==> src/rtl/sar_adc_seq_ctrl_if.sv <==
// Handshake/data bundle between the SAR sequencer and its surroundings.
// The sequencer is the slave side; pads/LA logic is the master side.
interface sar_adc_seq_ctrl_if #(
  parameter int RES = 10,
  parameter int CHW = 2
);
  logic           start_i;
  logic           cont_i;
  logic           scan_i;
  logic [CHW-1:0] ch_i;
  logic           cmp_i;
  logic           sample_o;
  logic [RES-1:0] dac_o;
  logic [CHW-1:0] ch_sel_o;
  logic [RES-1:0] data_o;
  logic [CHW-1:0] data_ch_o;
  logic           valid_o;
  logic           busy_o;

  modport master (
    output start_i, cont_i, scan_i, ch_i, cmp_i,
    input  sample_o, dac_o, ch_sel_o,
    input  data_o, data_ch_o, valid_o, busy_o
  );

  modport slave (
    input  start_i, cont_i, scan_i, ch_i, cmp_i,
    output sample_o, dac_o, ch_sel_o,
    output data_o, data_ch_o, valid_o, busy_o
  );
endinterface

==> src/rtl/sar_adc_seq_ctrl.sv <==
// SAR ADC sequencer: sample, MSB-first binary search, power-of-two
// averaging, multi-channel round-robin scan and continuous mode.
module sar_adc_seq_ctrl #(
  parameter int RES        = 10,
  parameter int NCH        = 4,
  parameter int SAMPLE_CYC = 4,
  parameter int AVG_LOG2   = 0,
  localparam int CHW       = (NCH > 1) ? $clog2(NCH) : 1
) (
  input  logic                wb_clk_i,
  input  logic                wb_rst_i,
  sar_adc_seq_ctrl_if.slave   bus
);

  localparam logic [1:0] S_IDLE   = 2'd0;
  localparam logic [1:0] S_SAMPLE = 2'd1;
  localparam logic [1:0] S_CONV   = 2'd2;
  localparam logic [1:0] S_DONE   = 2'd3;

  localparam int CMAX = (SAMPLE_CYC > RES) ? SAMPLE_CYC : RES;
  localparam int CW   = $clog2(CMAX + 1);
  localparam int AW   = RES + AVG_LOG2;
  localparam int NW   = AVG_LOG2 + 1;

  localparam logic [NW-1:0]  NAVG    = NW'(1) << AVG_LOG2;
  localparam logic [CW-1:0]  SC_LAST = CW'(SAMPLE_CYC - 1);
  localparam logic [CW-1:0]  BIT_TOP = CW'(RES - 1);
  localparam logic [CHW-1:0] CH_MAX  = CHW'(NCH - 1);

  logic [1:0]     state_q, state_d;
  logic [CW-1:0]  cyc_q, cyc_d;
  logic [RES-1:0] code_q, code_d;
  logic [AW-1:0]  acc_q, acc_d;
  logic [NW-1:0]  cnt_q, cnt_d;
  logic [CHW-1:0] ch_q, ch_d;
  logic [RES-1:0] data_q, data_d;
  logic [CHW-1:0] dch_q, dch_d;

  logic [RES-1:0] trial;
  logic [RES-1:0] code_fin;
  logic [AW-1:0]  acc_sum;
  logic [NW-1:0]  cnt_inc;
  logic [CHW-1:0] ch_clamp;

  // In CONVERT cyc_q is the index of the bit under trial
  assign trial    = RES'(1) << cyc_q;
  assign code_fin = bus.cmp_i ? (code_q | trial) : code_q;
  assign acc_sum  = acc_q + AW'(code_fin);
  assign cnt_inc  = cnt_q + NW'(1);
  assign ch_clamp = (int'(bus.ch_i) >= NCH) ? CH_MAX : bus.ch_i;

  always_comb begin
    state_d = state_q;
    cyc_d   = cyc_q;
    code_d  = code_q;
    acc_d   = acc_q;
    cnt_d   = cnt_q;
    ch_d    = ch_q;
    data_d  = data_q;
    dch_d   = dch_q;
    unique case (state_q)
      S_IDLE: begin
        if (bus.start_i) begin
          ch_d    = ch_clamp;
          cyc_d   = '0;
          acc_d   = '0;
          cnt_d   = '0;
          state_d = S_SAMPLE;
        end
      end
      S_SAMPLE: begin
        if (cyc_q == SC_LAST) begin
          cyc_d   = BIT_TOP;
          code_d  = '0;
          state_d = S_CONV;
        end else begin
          cyc_d = cyc_q + CW'(1);
        end
      end
      S_CONV: begin
        code_d = code_fin;
        if (cyc_q == '0) begin
          acc_d = acc_sum;
          cnt_d = cnt_inc;
          if (cnt_inc == NAVG) begin
            data_d  = RES'(acc_sum >> AVG_LOG2);
            dch_d   = ch_q;
            state_d = S_DONE;
          end else begin
            state_d = S_SAMPLE;
          end
        end else begin
          cyc_d = cyc_q - CW'(1);
        end
      end
      S_DONE: begin
        acc_d = '0;
        cnt_d = '0;
        cyc_d = '0;
        if (bus.scan_i) begin
          ch_d = (ch_q == CH_MAX) ? '0 : ch_q + CHW'(1);
        end
        state_d = bus.cont_i ? S_SAMPLE : S_IDLE;
      end
      default: state_d = S_IDLE;
    endcase
  end

  always_ff @(posedge wb_clk_i) begin
    if (wb_rst_i) begin
      state_q <= S_IDLE;
      cyc_q   <= '0;
      code_q  <= '0;
      acc_q   <= '0;
      cnt_q   <= '0;
      ch_q    <= '0;
      data_q  <= '0;
      dch_q   <= '0;
    end else begin
      state_q <= state_d;
      cyc_q   <= cyc_d;
      code_q  <= code_d;
      acc_q   <= acc_d;
      cnt_q   <= cnt_d;
      ch_q    <= ch_d;
      data_q  <= data_d;
      dch_q   <= dch_d;
    end
  end

  assign bus.sample_o  = (state_q == S_SAMPLE);
  assign bus.dac_o     = (state_q == S_CONV) ? (code_q | trial) : '0;
  assign bus.ch_sel_o  = ch_q;
  assign bus.data_o    = data_q;
  assign bus.data_ch_o = dch_q;
  assign bus.valid_o   = (state_q == S_DONE);
  assign bus.busy_o    = (state_q != S_IDLE);

endmodule

==> src/flat_wrapper.sv <==
// flat-port wrapper written by rule: the top's interface ports become plain ports
module sar_adc_seq_ctrl_flat 
#(
  parameter int RES        = 10,
  parameter int NCH        = 4,
  parameter int SAMPLE_CYC = 4,
  parameter int AVG_LOG2   = 0,
  localparam int CHW       = (NCH > 1) ? $clog2(NCH) : 1
)
  (wb_clk_i, wb_rst_i, bus_start_i, bus_cont_i, bus_scan_i, bus_ch_i, bus_cmp_i, bus_sample_o, bus_dac_o, bus_ch_sel_o, bus_data_o, bus_data_ch_o, bus_valid_o, bus_busy_o);
  sar_adc_seq_ctrl_if #(.RES(RES), .CHW(2)) bus_i ();
  input  logic wb_clk_i;
  input  logic wb_rst_i;
  input wire logic [$bits(bus_i.start_i)-1:0] bus_start_i;
  input wire logic [$bits(bus_i.cont_i)-1:0] bus_cont_i;
  input wire logic [$bits(bus_i.scan_i)-1:0] bus_scan_i;
  input wire logic [$bits(bus_i.ch_i)-1:0] bus_ch_i;
  input wire logic [$bits(bus_i.cmp_i)-1:0] bus_cmp_i;
  output wire logic [$bits(bus_i.sample_o)-1:0] bus_sample_o;
  output wire logic [$bits(bus_i.dac_o)-1:0] bus_dac_o;
  output wire logic [$bits(bus_i.ch_sel_o)-1:0] bus_ch_sel_o;
  output wire logic [$bits(bus_i.data_o)-1:0] bus_data_o;
  output wire logic [$bits(bus_i.data_ch_o)-1:0] bus_data_ch_o;
  output wire logic [$bits(bus_i.valid_o)-1:0] bus_valid_o;
  output wire logic [$bits(bus_i.busy_o)-1:0] bus_busy_o;
  assign bus_i.start_i = bus_start_i;
  assign bus_i.cont_i = bus_cont_i;
  assign bus_i.scan_i = bus_scan_i;
  assign bus_i.ch_i = bus_ch_i;
  assign bus_i.cmp_i = bus_cmp_i;
  assign bus_sample_o = bus_i.sample_o;
  assign bus_dac_o = bus_i.dac_o;
  assign bus_ch_sel_o = bus_i.ch_sel_o;
  assign bus_data_o = bus_i.data_o;
  assign bus_data_ch_o = bus_i.data_ch_o;
  assign bus_valid_o = bus_i.valid_o;
  assign bus_busy_o = bus_i.busy_o;
  sar_adc_seq_ctrl #(.RES(RES), .NCH(NCH), .SAMPLE_CYC(SAMPLE_CYC), .AVG_LOG2(AVG_LOG2)) u_core (.wb_clk_i(wb_clk_i), .wb_rst_i(wb_rst_i), .bus(bus_i));
endmodule
==> config.mk <==
export PLATFORM = sky130hd
export DESIGN_NAME = sar_adc_seq_ctrl_flat
export DESIGN_NICKNAME = d
export VERILOG_FILES = /design/src/rtl/sar_adc_seq_ctrl_if.sv /design/src/rtl/sar_adc_seq_ctrl.sv /design/src/flat_wrapper.sv
export SDC_FILE = /design/constraint.sdc
export NUM_CORES = 1
export LEC_CHECK = 0
export CORE_MARGIN = 1
export CORE_UTILIZATION = 55
export CTS_BUF_LIST = sky130_fd_sc_hd__clkbuf_4 sky130_fd_sc_hd__clkbuf_8 sky130_fd_sc_hd__clkbuf_16
export DETAILED_ROUTE_END_ITERATION = 8
export GPL_TIMING_DRIVEN = 0
export PLACE_DENSITY = 0.8
export SYNTH_ARGS = -nofsm -noshare
export SYNTH_HDL_FRONTEND = slang
export SYNTH_SLANG_ARGS = --single-unit
export TNS_END_PERCENT = 5
==> constraint.sdc <==
create_clock -name wb_clk_i -period 3.6 [get_ports wb_clk_i]
set_input_delay 0.72 -clock wb_clk_i [delete_from_list [all_inputs] [get_ports wb_clk_i]]
set_output_delay 0.72 -clock wb_clk_i [all_outputs]
set_load 0.01 [all_outputs]
# Word-level counts from Yosys, hierarchy flattened
# Index checks and enable logic that the tools add are counted.
# word_totals
ff_bits,41
elab_cells,61
# op_classes
n_reduce_logical,12
n_mux,24
n_shift,1
n_bitwise,1
n_eq_ne,10
addsub,5
# op_table
op,n
$mux 10,5
$pmux 10 s3,1
$pmux 10 s2,1
$pmux 4 s4,1
$mux 2,7
$mux 4,3
$reduce_and 3->1,4
$add 10x10->10,1
$or 10x10->10,1
$shl 1x4->10 const A,1
$pmux 2 s4,1
$eq 2x2->1 const B,3
$ne 2x2->1 const B,3
$reduce_bool 2->1,3
$add 4x1->4 const B,1
$eq 4x2->1 const B,1
$logic_not 4->1,1
$ne 2x1->1 const B,2
$pmux 2 s2,1
$reduce_and 2->1,2
$sub 4x1->4 const B,1
$mux 1,3
$pmux 1 s3,1
$reduce_bool 3->1,1
4 further kinds,4

# Depth between registers and ports, before layout
# Gate-level depths: netlist (run 1).
# depth
depth_word,6
mapped_depth,12
depth_no_buf,12

# Least setup slack after synthesis (run 1)
# OpenSTA, ideal clock, no wires.
# synth_timing
path_type,reg-to-reg
start,register u_core.cyc_q[2]
end,register u_core.data_q[6] (netlist: u_core.bus.data_o[6])
required_time_ns,3.513
path_stages_with_launch,12
setup_time_ns,0.087
arrival_time_ns,2.735
n_path_buf,1
period_less_slack_ns,2.822
path_slack_ns,0.778
path_cell_list,dfxtp_1 > buf_1 > inv_1 > ha_1 > nor2b_1 > a21o_1 > ha_1 > o21ai_0 > a21oi_1 > or4b_2 > o311a_1 > o31ai_1
# synth_between
elab_chain_cells,4
word_cells_on_any_way,6
classes_between,1 x add/sub; 1 x shift; 1 x mux; 1 x bitwise; 2 x reduce/logical
# synth_rtl
item,line_no,text
"start, declared",sar_adc_seq_ctrl.sv:31,"logic [CW-1:0] cyc_q, cyc_d;"
"start signal, assigned",sar_adc_seq_ctrl.sv:121,cyc_q <= cyc_d;
$shl 1x4->10,sar_adc_seq_ctrl.sv:46,assign trial = RES'(1) << cyc_q;
$or 10x10->10,sar_adc_seq_ctrl.sv:47,assign code_fin = bus.cmp_i ? (code_q | trial) : code_q;
$mux 10,sar_adc_seq_ctrl.sv:47,
$add 10x10->10,sar_adc_seq_ctrl.sv:48,assign acc_sum = acc_q + AW'(code_fin);
"end signal, assigned",sar_adc_seq_ctrl.sv:126,data_q <= data_d;
"end, declared",sar_adc_seq_ctrl.sv:36,"logic [RES-1:0] data_q, data_d;"
# Parallel ways exist; a longest one is shown, timed or not.
# A chain may end at the register's enable or synchronous reset.

# Worst setup path after layout (run 1)
# layout_timing
start,register u_core.state_q[0]
end,output bus_dac_o[1]
# layout_between
elab_chain_cells,2
# layout_rtl
item,line_no,text
"start, declared",sar_adc_seq_ctrl.sv:30,"logic [1:0] state_q, state_d;"
"start signal, assigned",sar_adc_seq_ctrl.sv:120,state_q <= state_d;
$eq 2x2->1,sar_adc_seq_ctrl.sv:132,assign bus.dac_o = (state_q == S_CONV) ? (code_q | trial) : '0;
$mux 10,sar_adc_seq_ctrl.sv:132,
"end, declared",flat_wrapper.sv:20,output wire logic [$bits(bus_i.dac_o)-1:0] bus_dac_o;
# Every way passes these cells.

==> reports/metrics.cfg, run 1 <==
[clock_tree]
cts.path.max_buffers = 2
cts_resized = 0
cts_tree = yes
clockRootBuffer = clkbuf_8
postCtsHoldBufs = 0
insertion_delay_ps = 300
path_clk_slew_ps = 80
cts_setup_buffers = 0
cts_max_level = 2
numCtsBuffers = 5
clock-sinks = 41

[timing]
max_freq_mhz = 303
setup_viol = 0
final.min_clock_period_ps = 3300
finalMaxSlewViolations = 0
hold_ws_ps = 462
hold_violations = 0
worst-slew-pin-transition_ps = 618
timing.slew.headroom_pct = 58.8
finClkSkew_ps = 6.15
rsz0062_at_grt = false
finalSetupTns_ps = 0
timing.final.crit_share_pct = 91.5

[synth]
yosysWarnings = 0
synthTopCellsByArea = dfxtp_1 (33%), ha_1 (10%), a21oi_1 (8.2%), nor2_1 (7.0%), nand2_1 (4.9%)
synth_ff_type = dfxtp_1
postSynth.asyncResetShare_pct = 0
ys_seq_area_share_pct = 32.7
synth_edf_count = 0
synth_most_common_cell = nor2_1
syn_nets = 355
postSynthAreaPerCell_sq_um = 7.73
ys_top_cells_by_count = nor2_1 (47), a21oi_1 (41), dfxtp_1 (41)
synth-seq-cells = 41
synthesis.area_sq_um = 2510
syn_inst = 325
synth_top_area_share_pct = 32.7
yosysUniqueCellTypes = 49
synth_area_leader_cell = dfxtp_1

[setup_path]
critPathLaunchType = flop
cp_data_required_time_ps = 2880
worstPathCellList = inv_1 -> ha_1 -> inv_1 -> clkbuf_1 -> clkbuf_1 -> nor2_1 -> clkdlybuf4s50_1
cp_max_fo = 10
cp_slowest_cell = clkdlybuf4s50_1
end_kind = output port
slowest_delay_ps = 500
worstSetupPathType = flop to output port
cp_num_buf_inv = 5
crit_arrival_ps = 2580
path_delay_family = buffers and inverters

[place]
post_dp_cell_area_sq_um = 2910
gp_congestion = 0.874
dpl.hpwl_microns = 4540
numPortBuffers = 33
dp_cells = 410

[power]
vdd_drop_max_mv = 0.310
power.density_nw_per_um2 = 463
leakagePower_nw = 1.12

[layout]
synthToLayoutAreaGrowth_pct = 19.2
fin_cells = 418
diodes = 0
nets = 395
drive_above_1_share_pct = 6.01
final_area_sq_um = 2990

[die]
rows = 24
initial_core_util_pct = 57.3
coreArea_sq_um = 4380
dieWidth_microns = 69.6
die_height_microns = 69.6
pin_count = 35
dieArea_sq_um = 4840

[flow_run]
drv_cap = 0

[detailed_routing]
firstDrtPassIters = 6
vias_per_cell = 5.98
wire_per_inst_microns = 15.0
drc = 0
drt_iter0_markers = 223
ant_nets = 0
dr_total_vias = 2498
totalWireLength_microns = 6280

[grt]
grt_max_degree = 14
antenna_found_initial = 0
grt.total_usage_pct = 27.1
grt_pass1_wl_microns = 10500
grt_overflow = 0
grt_pass1_vias = 2291

[worst_hold_path]
hold_class = flop to flop

[outcome]
outcome = finished clean

==> through the flow <==
| step | total power, mW | worst slack [ps] | util [%] |
|---|---|---|---|
| 3_3_place_gp | 1.07 | 115 | 66.3 |
| 5_1_grt | 1.47 | 88.1 | 68.3 |
| 3_5_place_dp | 1.08 | 119 | 66.3 |
| 4_1_cts | 1.39 | 299 | 68.3 |
| 2_1_floorplan | 0.897 | 778 | - |
| 6_report | 1.39 | 304 | 68.3 |
==> cell usage in the layout (no fill, tap or decap), drive strengths merged, types with 2 or more instances in the layout <==
master and count:
a211o 2, a211oi 9, a21o 5, a21oi 41, a22oi 6, a311oi 2
a31o 5, a31oi 3, buf 5, clkbuf 17, clkdlybuf4s50 33, clkinv 2
dfxtp 41, ha 21, inv 13, mux2i 5, nand2 33, nand2b 2
nand3 14, nand4 4, nor2 48, nor2b 6, nor3 2, o211ai 3
o21ai 14, or3 3, or3b 2, or4 2, or4b 3, xnor2 4
==> state kept, by name (all words and copies together), names as in the netlist <==
register / flops
u_core.cyc_q: 4
u_core.cnt_q: 1
u_core.bus.data_ch_o: 2
u_core.code_q: 10
u_core.acc_q: 10
u_core.bus.data_o: 10
u_core.state_q: 2
u_core.bus.ch_sel_o: 2
==> worst register-to-register path, delay by kind of cell, from the launching register on <==
family | cells | cell delay (ps)
AOI/OAI and AO/OA | 4 | 970
adders and majority gates | 3 | 900
buffers and inverters | 2 | 200
DFF | 1 | 390
and+or+nand+nor | 3 | 630
==> power by group <==
part           total, mW  internal [mW]  switching [mW]  leakage [nW]
clock              0.301          0.134           0.167        0.0439
sequential         0.534          0.493          0.0412         0.331
combinational      0.551          0.221           0.330         0.740
==> layout make-up <==
cell class                 count  area [sq um]
sequential                    41           821
clock inverter                 3          17.5
clock buffer                   5          68.8
buffer                        17          66.3
timing repair buffer          33           330
inverter                      13          48.8
multi-input combinational    254          1580
tap                           52          65.1
fill                         374          1390
==> final timing paths <==
path              slack (ps)                   end  depth (start not counted)                 start
setup / recovery         300          bus_dac_o[1]                          7     u_core.state_q[0]
hold / removal           460  u_core.bus.data_o[0]                          2  u_core.bus.data_o[0]
setup reg to reg         430  u_core.bus.data_o[6]                         12       u_core.cyc_q[0]
hold reg to reg          460  u_core.bus.data_o[0]                          2  u_core.bus.data_o[0]
==> cell families (layout without fill, tap and decap cells) <==
| logic type | Yosys count | count (layout) | synth area share (%) |
|---|---|---|---|
| AO/OA/AOI/OAI | 96 | 96 | 23.8 |
| XOR/XNOR | 5 | 5 | 1.74 |
| adder cells (fa/ha/maj) | 22 | 22 | 11.3 |
| buffers and inverters | 30 | 71 | 4.58 |
| flip-flops | 41 | 41 | 32.7 |
| multiplexers | 5 | 5 | 1.99 |
| AND/OR/NAND/NOR | 126 | 126 | 23.9 |
==> metal layers <==
metal  GRT usage [%]  routed length (microns)  vias to the layer above
li1                -                        -                     1240
met1            35.5                     2870                     1135
met2            43.7                     2880                      107
met3            4.94                      363                       16
met4            11.8                      158                        0
met5               0                        0                        -
Note: power is estimated with default switching activity, not from simulation.
==> inputs of run 2 (changes only) <==
--- a/config.mk
+++ b/config.mk
@@ -10,6 +10,7 @@
 export CTS_BUF_LIST = sky130_fd_sc_hd__clkbuf_4 sky130_fd_sc_hd__clkbuf_8 sky130_fd_sc_hd__clkbuf_16
 export DETAILED_ROUTE_END_ITERATION = 8
 export GPL_TIMING_DRIVEN = 0
+export HOLD_SLACK_MARGIN = 0.06
 export PLACE_DENSITY = 0.8
 export SYNTH_ARGS = -nofsm -noshare
 export SYNTH_HDL_FRONTEND = slang
==> results of run 2 <==
The final DEF is identical to that of run 1; final timing and power are the same.
==> inputs of run 3 (changes only) <==
==> constraint.sdc (replaced) <==
create_clock -name wb_clk_i -period 3.6 [get_ports wb_clk_i]
set_input_delay 0.72 -clock wb_clk_i [delete_from_list [all_inputs] [get_ports wb_clk_i]]
set_output_delay 0.72 -clock wb_clk_i [all_outputs]
set_load 0.05 [all_outputs]
==> run 3 against run 2 <==
Effect of this change: routed wire length up 0.18%; flip-flop and latch count unchanged; sequential share of layout area hardly changed; worst setup slack got worse by 94 ps; largest power group unchanged; clock-buffer cell count did not move; non-clock buffer count unchanged.
==> reports/metrics.cfg, run 3 (synthesis gave the netlist of run 1 again) <==
[outcome]
outcome = finished clean  ; unchanged

[flow_run]
drv_cap = 0  ; unchanged

[setup_path]
end_kind = output port  ; unchanged
r2r_cells = 12  ; unchanged
cp_max_fo = 10  ; unchanged
rr_endpoint = u_core.bus.data_o[6]  ; unchanged
worstSetupPathType = flop to output port  ; unchanged
r2r-start = u_core.cyc_q[1]  ; was u_core.cyc_q[0]
r2r_slack_ps = 440  ; was 430 ps
cp_data_required_time_ps = 2880  ; about the same
critPathLaunchType = flop  ; unchanged
crit_arrival_ps = 2670  ; was 2580 ps

[power]
p_clk_share_pct = 20.1  ; was 21.7%
power_frac_seq_pct = 35.4  ; was 38.5%
p_int_uw = 848  ; about the same
p_comb_share_pct = 44.5  ; was 39.8%
power.density_nw_per_um2 = 504  ; was 463 nW/um^2
switching_share_pct = 43.8  ; was 38.8%
vdd_drop_max_mv = 0.350  ; was 0.310 mV
switchingPower_uw = 661  ; was 538 uW
leakagePower_nw = 1.12  ; about the same

[detailed_routing]
totalWireLength_microns = 6290  ; was 6280 microns
dr_total_vias = 2454  ; was 2498
drc = 0  ; unchanged
vias_per_cell = 5.87  ; was 5.98
firstDrtPassIters = 5  ; was 6
ant_nets = 0  ; unchanged
wire_per_inst_microns = 15.0  ; about the same
drt_iter0_markers = 242  ; was 223

[clock_tree]
numCtsBuffers = 5  ; unchanged
insertion_delay_ps = 310  ; was 300 ps
postCtsHoldBufs = 0  ; unchanged
path_clk_slew_ps = 80  ; about the same
cts_setup_buffers = 0  ; unchanged
cts.path.max_buffers = 2  ; unchanged
clock-sinks = 41  ; unchanged
clockRootBuffer = clkbuf_8  ; unchanged
cts_max_level = 2  ; unchanged
cts_tree = yes  ; unchanged

[grt]
grt_pass1_wl_microns = 10500  ; unchanged
grt_pass1_vias = 2291  ; unchanged
grt_overflow = 0  ; unchanged
antenna_found_initial = 0  ; unchanged
grt_max_degree = 14  ; unchanged
grt.total_usage_pct = 27.1  ; unchanged

[worst_hold_path]
hp-start = u_core.bus.data_o[0]  ; unchanged
hold_class = flop to flop  ; unchanged
whs_endpoint = u_core.bus.data_o[0]  ; unchanged
holdPathStages = 2  ; unchanged

[layout]
layout_commonest_cell = nor2_1  ; unchanged
drive_above_1_share_pct = 6.28  ; was 6.01%
fin_cells = 418  ; unchanged
fill_cells = 376  ; was 374
layout_common_cells = nor2_1 (47), a21oi_1 (41), dfxtp_1 (41)  ; unchanged
nets = 395  ; unchanged
synthToLayoutAreaGrowth_pct = 19.2  ; about the same
area.sequential_sq_um = 821  ; unchanged
diodes = 0  ; unchanged
multiInputGateArea_sq_um = 1580  ; unchanged
utilization_pct = 68.3  ; about the same

[place]
numPortBuffers = 33  ; unchanged
gp_congestion = 0.874  ; unchanged
dp_cells = 410  ; unchanged
dpl.hpwl_microns = 4540  ; unchanged

[die]
rows = 24  ; unchanged
dieWidth_microns = 69.6  ; unchanged
die_height_microns = 69.6  ; unchanged
coreArea_sq_um = 4380  ; unchanged
initial_core_util_pct = 57.3  ; unchanged
dieArea_sq_um = 4840  ; unchanged
pin_count = 35  ; unchanged

[timing]
worst-slew-pin-transition_ps = 623  ; was 618 ps
finalSetupTns_ps = 0  ; unchanged
setup_viol = 0  ; unchanged
finClkSkew_ps = 7.06  ; was 6.15 ps
rsz0062_at_grt = false  ; unchanged
max_freq_mhz = 295  ; was 303 MHz
timing.slew.headroom_pct = 58.5  ; was 58.8%
final.min_clock_period_ps = 3390  ; was 3300 ps
timing.final.crit_share_pct = 94.1  ; was 91.5%
finalMaxSlewViolations = 0  ; unchanged
hold_violations = 0  ; unchanged

==> run 3: cell count changes in the layout (fill, tap and decap cells not counted) <==
| cell | previous run | this run |
|---|---|---|
| clkbuf_2 | 0 | 1 |
| clkbuf_1 | 12 | 11 |
==> run 3: worst max-delay path, stage by stage (launching register included) <==
cell	delay [ps]
dfxtp_1	440
inv_1	110
ha_1	300
inv_1	100
clkbuf_1	330
clkbuf_2	300
nor2_1	80
clkdlybuf4s50_1	700
==> run 3: worst max path at each step <==
stage / end / cells past startpoint / start / slack [ps]
2_1_floorplan: u_core.bus.data_o[6] / 11 / u_core.cyc_q[2] / 780
3_3_place_gp: u_core.bus.data_o[6] / 9 / bus_cmp_i / 120
3_5_place_dp: u_core.bus.data_o[6] / 9 / bus_cmp_i / 120
4_1_cts: bus_dac_o[1] / 7 / u_core.state_q[0] / 80
5_1_grt: bus_dac_o[1] / 7 / u_core.state_q[0] / 40
6_report: bus_dac_o[1] / 7 / u_core.state_q[0] / 210
==> run 3: power by group through the flow <==
stage | combinational (mW) | clock [mW] | sequential (mW)
final | 0.671 | 0.304 | 0.533
after detailed placement | 0.658 | 0 | 0.543
after floorplan | 0.403 | 0 | 0.614
after global routing | 0.724 | 0.327 | 0.540
after CTS | 0.662 | 0.308 | 0.533
after global placement | 0.649 | 0 | 0.541
==> run 3: area by class of cell <==
type,count,share of cell area [%]
Buffer,17,2.26
Clock buffer,5,2.30
Clock inverter,3,0.585
Inverter,13,1.63
Multi-Input combinational cell,254,52.6
Sequential cell,41,27.4
Tap cell,52,2.17
Timing Repair Buffer,33,11.0
==> run 3: timing repair <==
item,in CTS,in global routing
setup endpoints to repair,0,10
gates resized for setup,0,2
hold endpoints to repair,0,0
==> run 3: per-layer routing <==
layer,part of all wire [%],up-vias,global-route usage (%)
met2,46,90,43.7
met3,5.9,15,4.94
met4,2.0,0,11.8
met1,47,1110,35.5
li1,-,1239,-
met5,0,-,0
==> run 3: stage by stage <==
step / area (sq um) / total power [mW] / worst slack [ps] / hold WS [ps]
finish: 2990 / 1.51 / 211 / 463
global route: 2990 / 1.59 / 43.7 / 492
CTS: 2990 / 1.50 / 77.1 / 464
detailed placement: 2910 / 1.20 / 119 / 449
global placement: 2910 / 1.19 / 115 / 447
floorplan: 2510 / 1.02 / 778 / 436
